==> config.mk <==
export PLATFORM = sky130hd
export DESIGN_NAME = spike_rate_decoder
export DESIGN_NICKNAME = d
export VERILOG_FILES = /design/src/rtl/spike_rate_decoder.sv
export SDC_FILE = /design/constraint.sdc
export NUM_CORES = 1
export LEC_CHECK = 0
export ABC_CLOCK_PERIOD_IN_PS = 7900
export CAP_MARGIN = 5
export CORE_ASPECT_RATIO = 0.8
export CORE_MARGIN = 4
export CORE_UTILIZATION = 45
export CTS_CLUSTER_DIAMETER = 40
export CTS_CLUSTER_SIZE = 30
export DETAILED_ROUTE_END_ITERATION = 8
export PLACE_DENSITY = 0.71
export SETUP_SLACK_MARGIN = 0.02
export SYNTH_ARGS = -nofsm -noshare
export SYNTH_HDL_FRONTEND = slang
export SYNTH_SLANG_ARGS = --single-unit
export TNS_END_PERCENT = 1
==> constraint.sdc <==
create_clock -name clk -period 7.9 [get_ports clk]
set_clock_uncertainty 0.15 [all_clocks]
set_input_delay 2.37 -clock clk [delete_from_list [all_inputs] [get_ports clk]]
set_output_delay 2.37 -clock clk [all_outputs]
set_load 0.01 [all_outputs]
==> src/rtl/spike_rate_decoder.sv <==
// Spike rate decoder: counts per-channel spikes over fixed windows, streams the
// per-window counts one channel per word, and reports the most active channel.
module spike_rate_decoder #(
    parameter int unsigned NUM_CH = 4,
    parameter int unsigned CNT_W  = 8,
    parameter int unsigned WINDOW = 256,
    parameter int unsigned CH_W   = $clog2(NUM_CH)
) (
    input  logic              clk,
    input  logic              rst_n,
    input  logic              en,
    input  logic [NUM_CH-1:0] spike_in,
    output logic              out_valid,
    input  logic              out_ready,
    output logic [CH_W-1:0]   out_ch,
    output logic [CNT_W-1:0]  out_count,
    output logic              out_last,
    output logic              win_valid,
    output logic [CH_W-1:0]   win_ch,
    output logic              win_none,
    output logic              overrun,
    input  logic              clr_ovf
);

    localparam int unsigned WCNT_W = $clog2(WINDOW);
    localparam logic [CNT_W-1:0]  CNT_MAX   = '1;
    localparam logic [WCNT_W-1:0] WCNT_LAST = WCNT_W'(WINDOW - 1);
    localparam logic [CH_W-1:0]   CH_LAST   = CH_W'(NUM_CH - 1);

    typedef enum logic {
        S_IDLE = 1'b0,
        S_SEND = 1'b1
    } state_e;

    state_e                        state_q, state_d;
    logic [WCNT_W-1:0]             wcnt_q, wcnt_d;
    logic [NUM_CH-1:0][CNT_W-1:0]  cnt_q, cnt_d, cnt_inc;
    logic [NUM_CH-1:0][CNT_W-1:0]  snap_q, snap_d;
    logic [CH_W-1:0]               ch_idx_q, ch_idx_d;
    logic                          out_valid_q, out_valid_d;
    logic [CH_W-1:0]               out_ch_q, out_ch_d;
    logic [CNT_W-1:0]              out_count_q, out_count_d;
    logic                          out_last_q, out_last_d;
    logic                          win_valid_q, win_valid_d;
    logic [CH_W-1:0]               win_ch_q, win_ch_d;
    logic                          win_none_q, win_none_d;
    logic                          ovf_q, ovf_d;
    logic                          ovf_set;
    logic                          win_end;
    logic                          hs;
    logic [CH_W-1:0]               best_idx;
    logic [CNT_W-1:0]              best_cnt;
    logic                          any_spike;

    assign win_end = en && (wcnt_q == WCNT_LAST);
    assign hs      = out_valid_q && out_ready;

    // Counts including this cycle's spikes, held at CNT_MAX once saturated
    always_comb begin
        cnt_inc = cnt_q;
        for (int unsigned i = 0; i < NUM_CH; i++) begin
            if (cnt_q[i] != CNT_MAX) begin
                cnt_inc[i] = cnt_q[i] + CNT_W'(spike_in[i]);
            end
        end
    end

    // Window position and running counts; both freeze while en is low
    always_comb begin
        wcnt_d = wcnt_q;
        cnt_d  = cnt_q;
        if (en) begin
            if (win_end) begin
                wcnt_d = '0;
                cnt_d  = '0;
            end else begin
                wcnt_d = wcnt_q + WCNT_W'(1);
                cnt_d  = cnt_inc;
            end
        end
    end

    // Argmax over the closing window; strict compare keeps the lowest index on ties
    always_comb begin
        best_idx  = '0;
        best_cnt  = cnt_inc[0];
        any_spike = |cnt_inc;
        for (int unsigned i = 1; i < NUM_CH; i++) begin
            if (cnt_inc[i] > best_cnt) begin
                best_cnt = cnt_inc[i];
                best_idx = CH_W'(i);
            end
        end
    end

    // Serializer next state and registered output values
    always_comb begin
        state_d     = state_q;
        ch_idx_d    = ch_idx_q;
        snap_d      = snap_q;
        ovf_set     = 1'b0;
        ovf_d       = ovf_q;
        out_valid_d = 1'b0;
        out_ch_d    = '0;
        out_count_d = '0;
        out_last_d  = 1'b0;
        win_valid_d = win_end;
        win_ch_d    = win_ch_q;
        win_none_d  = win_none_q;

        case (state_q)
            S_IDLE: begin
                if (win_end) begin
                    state_d  = S_SEND;
                    snap_d   = cnt_inc;
                    ch_idx_d = '0;
                end
            end
            S_SEND: begin
                if (hs && out_last_q) begin
                    // Final word leaving on a window-end edge frees room for the new snapshot
                    ch_idx_d = '0;
                    if (win_end) begin
                        snap_d = cnt_inc;
                    end else begin
                        state_d = S_IDLE;
                    end
                end else begin
                    if (hs) begin
                        ch_idx_d = ch_idx_q + CH_W'(1);
                    end
                    if (win_end) begin
                        ovf_set = 1'b1;
                    end
                end
            end
            default: state_d = S_IDLE;
        endcase

        if (clr_ovf) begin
            ovf_d = 1'b0;
        end
        if (ovf_set) begin
            ovf_d = 1'b1;
        end

        if (state_d == S_SEND) begin
            out_valid_d = 1'b1;
            out_ch_d    = ch_idx_d;
            out_count_d = snap_d[ch_idx_d];
            out_last_d  = (ch_idx_d == CH_LAST);
        end

        if (win_end) begin
            win_ch_d   = any_spike ? best_idx : '0;
            win_none_d = !any_spike;
        end
    end

    always_ff @(posedge clk or negedge rst_n) begin
        if (!rst_n) begin
            state_q     <= S_IDLE;
            wcnt_q      <= '0;
            cnt_q       <= '0;
            snap_q      <= '0;
            ch_idx_q    <= '0;
            out_valid_q <= 1'b0;
            out_ch_q    <= '0;
            out_count_q <= '0;
            out_last_q  <= 1'b0;
            win_valid_q <= 1'b0;
            win_ch_q    <= '0;
            win_none_q  <= 1'b0;
            ovf_q       <= 1'b0;
        end else begin
            state_q     <= state_d;
            wcnt_q      <= wcnt_d;
            cnt_q       <= cnt_d;
            snap_q      <= snap_d;
            ch_idx_q    <= ch_idx_d;
            out_valid_q <= out_valid_d;
            out_ch_q    <= out_ch_d;
            out_count_q <= out_count_d;
            out_last_q  <= out_last_d;
            win_valid_q <= win_valid_d;
            win_ch_q    <= win_ch_d;
            win_none_q  <= win_none_d;
            ovf_q       <= ovf_d;
        end
    end

    assign out_valid = out_valid_q;
    assign out_ch    = out_ch_q;
    assign out_count = out_count_q;
    assign out_last  = out_last_q;
    assign win_valid = win_valid_q;
    assign win_ch    = win_ch_q;
    assign win_none  = win_none_q;
    assign overrun   = ovf_q;

endmodule

Yosys cells after proc, flatten, opt, wreduce, memory -nomap -nowiden

Cells that the tools add are included.

Input port bits: 9
Word-level logic and storage cells: 74
Output and inout port bits: 17
Register bits after elaboration: 92

Mux-type cells: 32
Equal/unequal tests: 6
Reduce and logical (&&, ||, !) cells: 6
$lt $le $gt $ge: 4
Bitwise logic cells: 1
$add $sub $neg: 6

Operator list:

| cell                                                                 | count |
|---|---|
| 32-bit 2-to-1 mux                                                    | 3 |
| 8-bit 2-to-1 mux                                                     | 9 |
| 32-bit one-hot mux with 2 select lines                               | 1 |
| 8-bit by 1-bit adder with 8-bit output                               | 4 |
| 8-bit inequality test, second input constant                         | 4 |
| 32-bit OR reduction                                                  | 1 |
| 8-bit > comparator                                                   | 3 |
| 8-bit binary-select mux with 2-bit select                            | 1 |
| 2-bit 2-to-1 mux                                                     | 7 |
| 1-bit 2-to-1 mux                                                     | 9 |
| 8-bit by 1-bit adder with 8-bit output, second input constant        | 1 |
| 8-bit == test, second input constant                                 | 1 |
| 2-bit one-hot mux with 2 select lines                                | 1 |
| 1-bit logical AND                                                    | 3 |
| 2-bit by 3-bit < comparator with 1-bit output, second input constant | 1 |
| 2-bit by 1-bit adder with 2-bit output, second input constant        | 1 |
| 2-bit == test, second input constant                                 | 1 |
| 1-bit one-hot mux with 2 select lines                                | 1 |
| 2-bit nonzero test                                                   | 1 |
| 1-bit zero test                                                      | 1 |
| 1-bit NOT                                                            | 1 |

Depth between registers and ports, before layout

Word-level depth: 9
Mapped depth: 31

Least setup slack after synthesis

Ideal clock, no wire load.

Path type: input -> register
Start: input spike_in[0]
End: register win_ch_q[0], in the netlist win_ch[0]
Setup slack: 0.441 ns
Cell stages on the path: 27
Data arrival time: 7.174 ns
Path through: ha_1 > and3_1 > buf_4 > nand4_1 > mux2i_1 > ha_1 > inv_1 > nor4_1 > o211ai_2 > a21oi_4 > mux2_4 > ha_1 > o21a_1 > o21a_1 > o21bai_1 > a21o_1 > buf_4 > mux2_2 > ha_1 > nor2b_1 > o21a_1 > o21ai_0 > nand2b_1 > a21oi_1 > nand2_1 > a22oi_1 > o31ai_1

Cells in the longest elaborated chain, start to end: 9
Elaborated cells on any way between the ends: 12
Those cells by class: 1 x add/sub; 3 x order compare; 7 x mux; 1 x reduce/logical

RTL lines:

| element                                    | RTL line | text |
|---|---|---|
| from (decl)                                | 12       | `input logic [NUM_CH-1:0] spike_in,` |
| 8-bit by 1-bit adder with 8-bit output (*) | 63       | `cnt_inc[i] = cnt_q[i] + CNT_W'(spike_in[i]);` |
| 8-bit 2-to-1 mux (*)                       | 62       | `if (cnt_q[i] != CNT_MAX) begin` |
| 8-bit > comparator                         | 89       | `if (cnt_inc[i] > best_cnt) begin` |
| 8-bit 2-to-1 mux                           | 89       |  |
| 8-bit > comparator                         | 89       |  |
| 8-bit 2-to-1 mux                           | 89       |  |
| 8-bit > comparator                         | 89       |  |
| 2-bit 2-to-1 mux                           | 89       |  |
| 2-bit 2-to-1 mux (*)                       | 155      | `win_ch_d = any_spike ? best_idx : '0;` |
| to (signal assigned)                       | 186      | `win_ch_q <= win_ch_d;` |
| to (decl)                                  | 45       | `logic [CH_W-1:0] win_ch_q, win_ch_d;` |

Mark *: on every way between the ends. The rest lies on a longest branch, timed or not.
A chain may end at the register's enable or synchronous reset.

Worst setup path in the final report

Same ends and word-level chain as after synthesis.

==> impl_metrics.toml <==
[run_status]
status = "finished clean"

[timing]
tightest_slew_ns = 1.08
fmax_ghz = 0.131
period_minus_slack_ns = 7.62
hold_violations = 0
relSlewSlack_pct = 27.9
min_period_over_period_pct = 96.5
hold_ws_ns = 0.330
drv_slew = 0
setup_viol = 0
worst_slack_ns = 0.280

[cells_and_area]
synthToLayoutAreaGrowth_pct = 17.7
antenna_cells = 0
stdcell_area_um2 = 6320
drive_above_1_share_pct = 17.4
fin_util_pct = 54.4
nFillCells = 1024
layout.nets = 661
instances_no_fill = 775

[drt]
drt_wl_total_um = 14000
drtIter0Drc = 297
drtPass1Iterations = 5
antenna_left = 0
wl_per_cell_um = 18.1
vias_per_cell = 5.84
via_count = 4525
route.detailed.drc = 0

[placement]
dp_slack_ns = -0.156
globalplace.congestion = 0.928
dp.cells = 758
portBuffers = 25
hpwl_um = 10300
place_area_um2 = 5960

[grt]
busiest_layer = "met2"
met3_usage_pct = 5.12
antenna_found_initial = 0
track_usage_pct = 21.2
overflow = 0
first_global_vias = 4528
grtUsageMet1_pct = 29.6
grt_max_degree = 63
grtUsageMet2_pct = 32.5
grt_pass1_wl_um = 22900

[cts]
cts_buffers = 9
cts_tree = "yes"
clockBufferDepth = 2
clkSinkCount = 91
clk_pin_slew_ns = 0.07
clk_latency_ns = 0.34
htreeDepth = 3
root_buffer = "clkbuf_16"

[power_and_ir_drop]
p_leak_nw = 2.96
p_per_area_nw_per_um2 = 342
ir_drop_mv = 0.183

[die]
fp.coreArea_um2 = 11600
dieArea_um2 = 13700
rows = 35
die-height_um = 106
start_util_pct = 46.2
chipWidth_um = 130
ios = 26

[logic_synthesis]
synth_area_leaders = "dfrtp_1 42%, ha_1 6.8%, nand2_1 5.5%"
yosys_warnings = 0
ys_ff_latch = 91
synth_area_leader_cell = "dfrtp_1"
syn_area_um2 = 5370
syn_inst = 571
ys.flop_type = "dfrtp_1"
synth_area_per_cell_um2 = 9.40
netlist.area_leader.share_pct = 42.4
synth-seq-area-share_pct = 42.4
synth_fp_nets = 609
yosysUniqueCellTypes = 62
async_reset_ff_share_pct = 100
synth_edf_count = 0

[setup_path]
reg2regPathDepth = 28
crit_arrival_ns = 7.68
worst_ep_required_time_ns = 7.96
slowest_stage = "clkdlybuf4s50_1"
end_kind = "flop"
start_kind = "input port"
crit_path_max_incr_delay_ns = 0.43
critical_path_class = "input port to flop"
crit_fanout = 5

[run]
maxCapViolCount = 0

[min_path]
hold_depth = 2
min_path_type = "flop to flop"
## worst max-delay path: cells and delay by family
kind / cells / cell delay, ns
compound gates: 15 / 2.10
fa+ha+maj: 4 / 1.17
buf+inv: 4 / 0.82
mux: 1 / 0.36
simple gates: 5 / 0.87
## stage by stage
step,power (mW),setup TNS (ns)
after floorplan,1.33,0
after global placement,1.62,0
after detailed placement,1.65,-0.286
after CTS,2.07,0
after global routing,2.31,-0.0592
final,2.16,0
## synth_stat cells, types with 2 or more instances
cell type and count:
a21o_1 6, a21o_2 3, a21oi_1 20, a221oi_1 4
a31o_2 2, a31oi_1 7, and2_1 9, and2_2 2
and3_1 14, and4_1 4, buf_4 2, buf_6 2
clkbuf_1 16, dfrtp_1 91, ha_1 29, inv_1 49
inv_2 2, mux2_2 10, mux2_4 9, mux2i_1 7
nand2_1 78, nand2b_1 6, nand3_1 21, nand4_1 10
nor2_1 19, nor2b_1 6, nor3_1 8, nor4_1 2
o211a_1 2, o211ai_1 9, o21a_1 4, o21ai_0 41
o22ai_1 30, o31ai_1 3, or2_2 2, xnor2_1 11
xor2_1 6
## what timing repair did
action,4_1_cts,5_1_grt
hold buffers,0,0
setup endpoints to repair,0,2
resized for setup,0,15
setup buffers,0,2
## cell usage in the layout, fill, tap and decap left out, types with 10 or more instances in the layout
master           instances
dfrtp_1                 91
nand2_1                 77
inv_1                   49
o21ai_0                 39
buf_4                   36
o22ai_1                 30
ha_1                    29
clkdlybuf4s50_1         24
nand3_1                 21
nor2_1                  19
a21oi_1                 18
and3_1                  14
xnor2_1                 11
nand4_1                 10
mux2_2                  10
## layout make-up
cell class	instances	area (um2)	share of cell area [%]
Tap cell	148	185	2.93
Clock inverter	5	37.5	0.594
Timing Repair Buffer	62	533	8.44
Clock buffer	10	239	3.78
Multi-Input combinational cell	408	2850	45.2
Sequential cell	91	2280	36.1
Inverter	51	191	3.03
## per-layer routing
metal,wire length [um],vias up
li1,-,2136
met1,6550,2207
met2,6340,152
met3,844,30
met4,272,0
met5,0,-
## registers in the layout, summed over array words and instances, names as in the netlist
| register | flops |
|---|---|
| overrun | 1 |
| out_valid | 1 |
| snap_q | 32 |
| wcnt_q | 8 |
| out_ch | 2 |
| ch_idx_q | 2 |
| win_valid | 1 |
| out_last | 1 |
| cnt_q | 32 |
| win_ch | 2 |
| out_count | 8 |
| win_none | 1 |
## where the power goes
part | leakage (nW) | switching (mW) | internal, mW
clock network | 0.131 | 0.189 | 0.222
logic | 1.60 | 0.590 | 0.534
registers | 1.23 | 0.0908 | 0.533
total | 2.96 | 0.870 | 1.29
## kinds of logic (layout without fill, tap and decap cells)
kind of cell | count (synthesis) | count (layout) | synth area share [%]
compound gates | 141 | 141 | 17.5
simple gates | 191 | 191 | 18.0
flops | 91 | 91 | 42.4
buf+inv | 72 | 128 | 5.48
mux | 28 | 28 | 6.60
xor+xnor | 17 | 17 | 2.78
fa+ha+maj | 31 | 31 | 7.16
## worst paths after layout
check | end | from | slack [ns]
hold reg to reg | snap_q[2] | snap_q[2] | 0.33
setup / recovery | win_ch[0] | spike_in[0] | 0.28
max in group asynchronous | cnt_q[30] | rst_n | 4.68
setup reg to reg | win_ch[0] | cnt_q[8] | 2.28
min in group asynchronous | cnt_q[1] | rst_n | 1.80
hold / removal | snap_q[2] | snap_q[2] | 0.33
(Power assumes the default switching activity.)
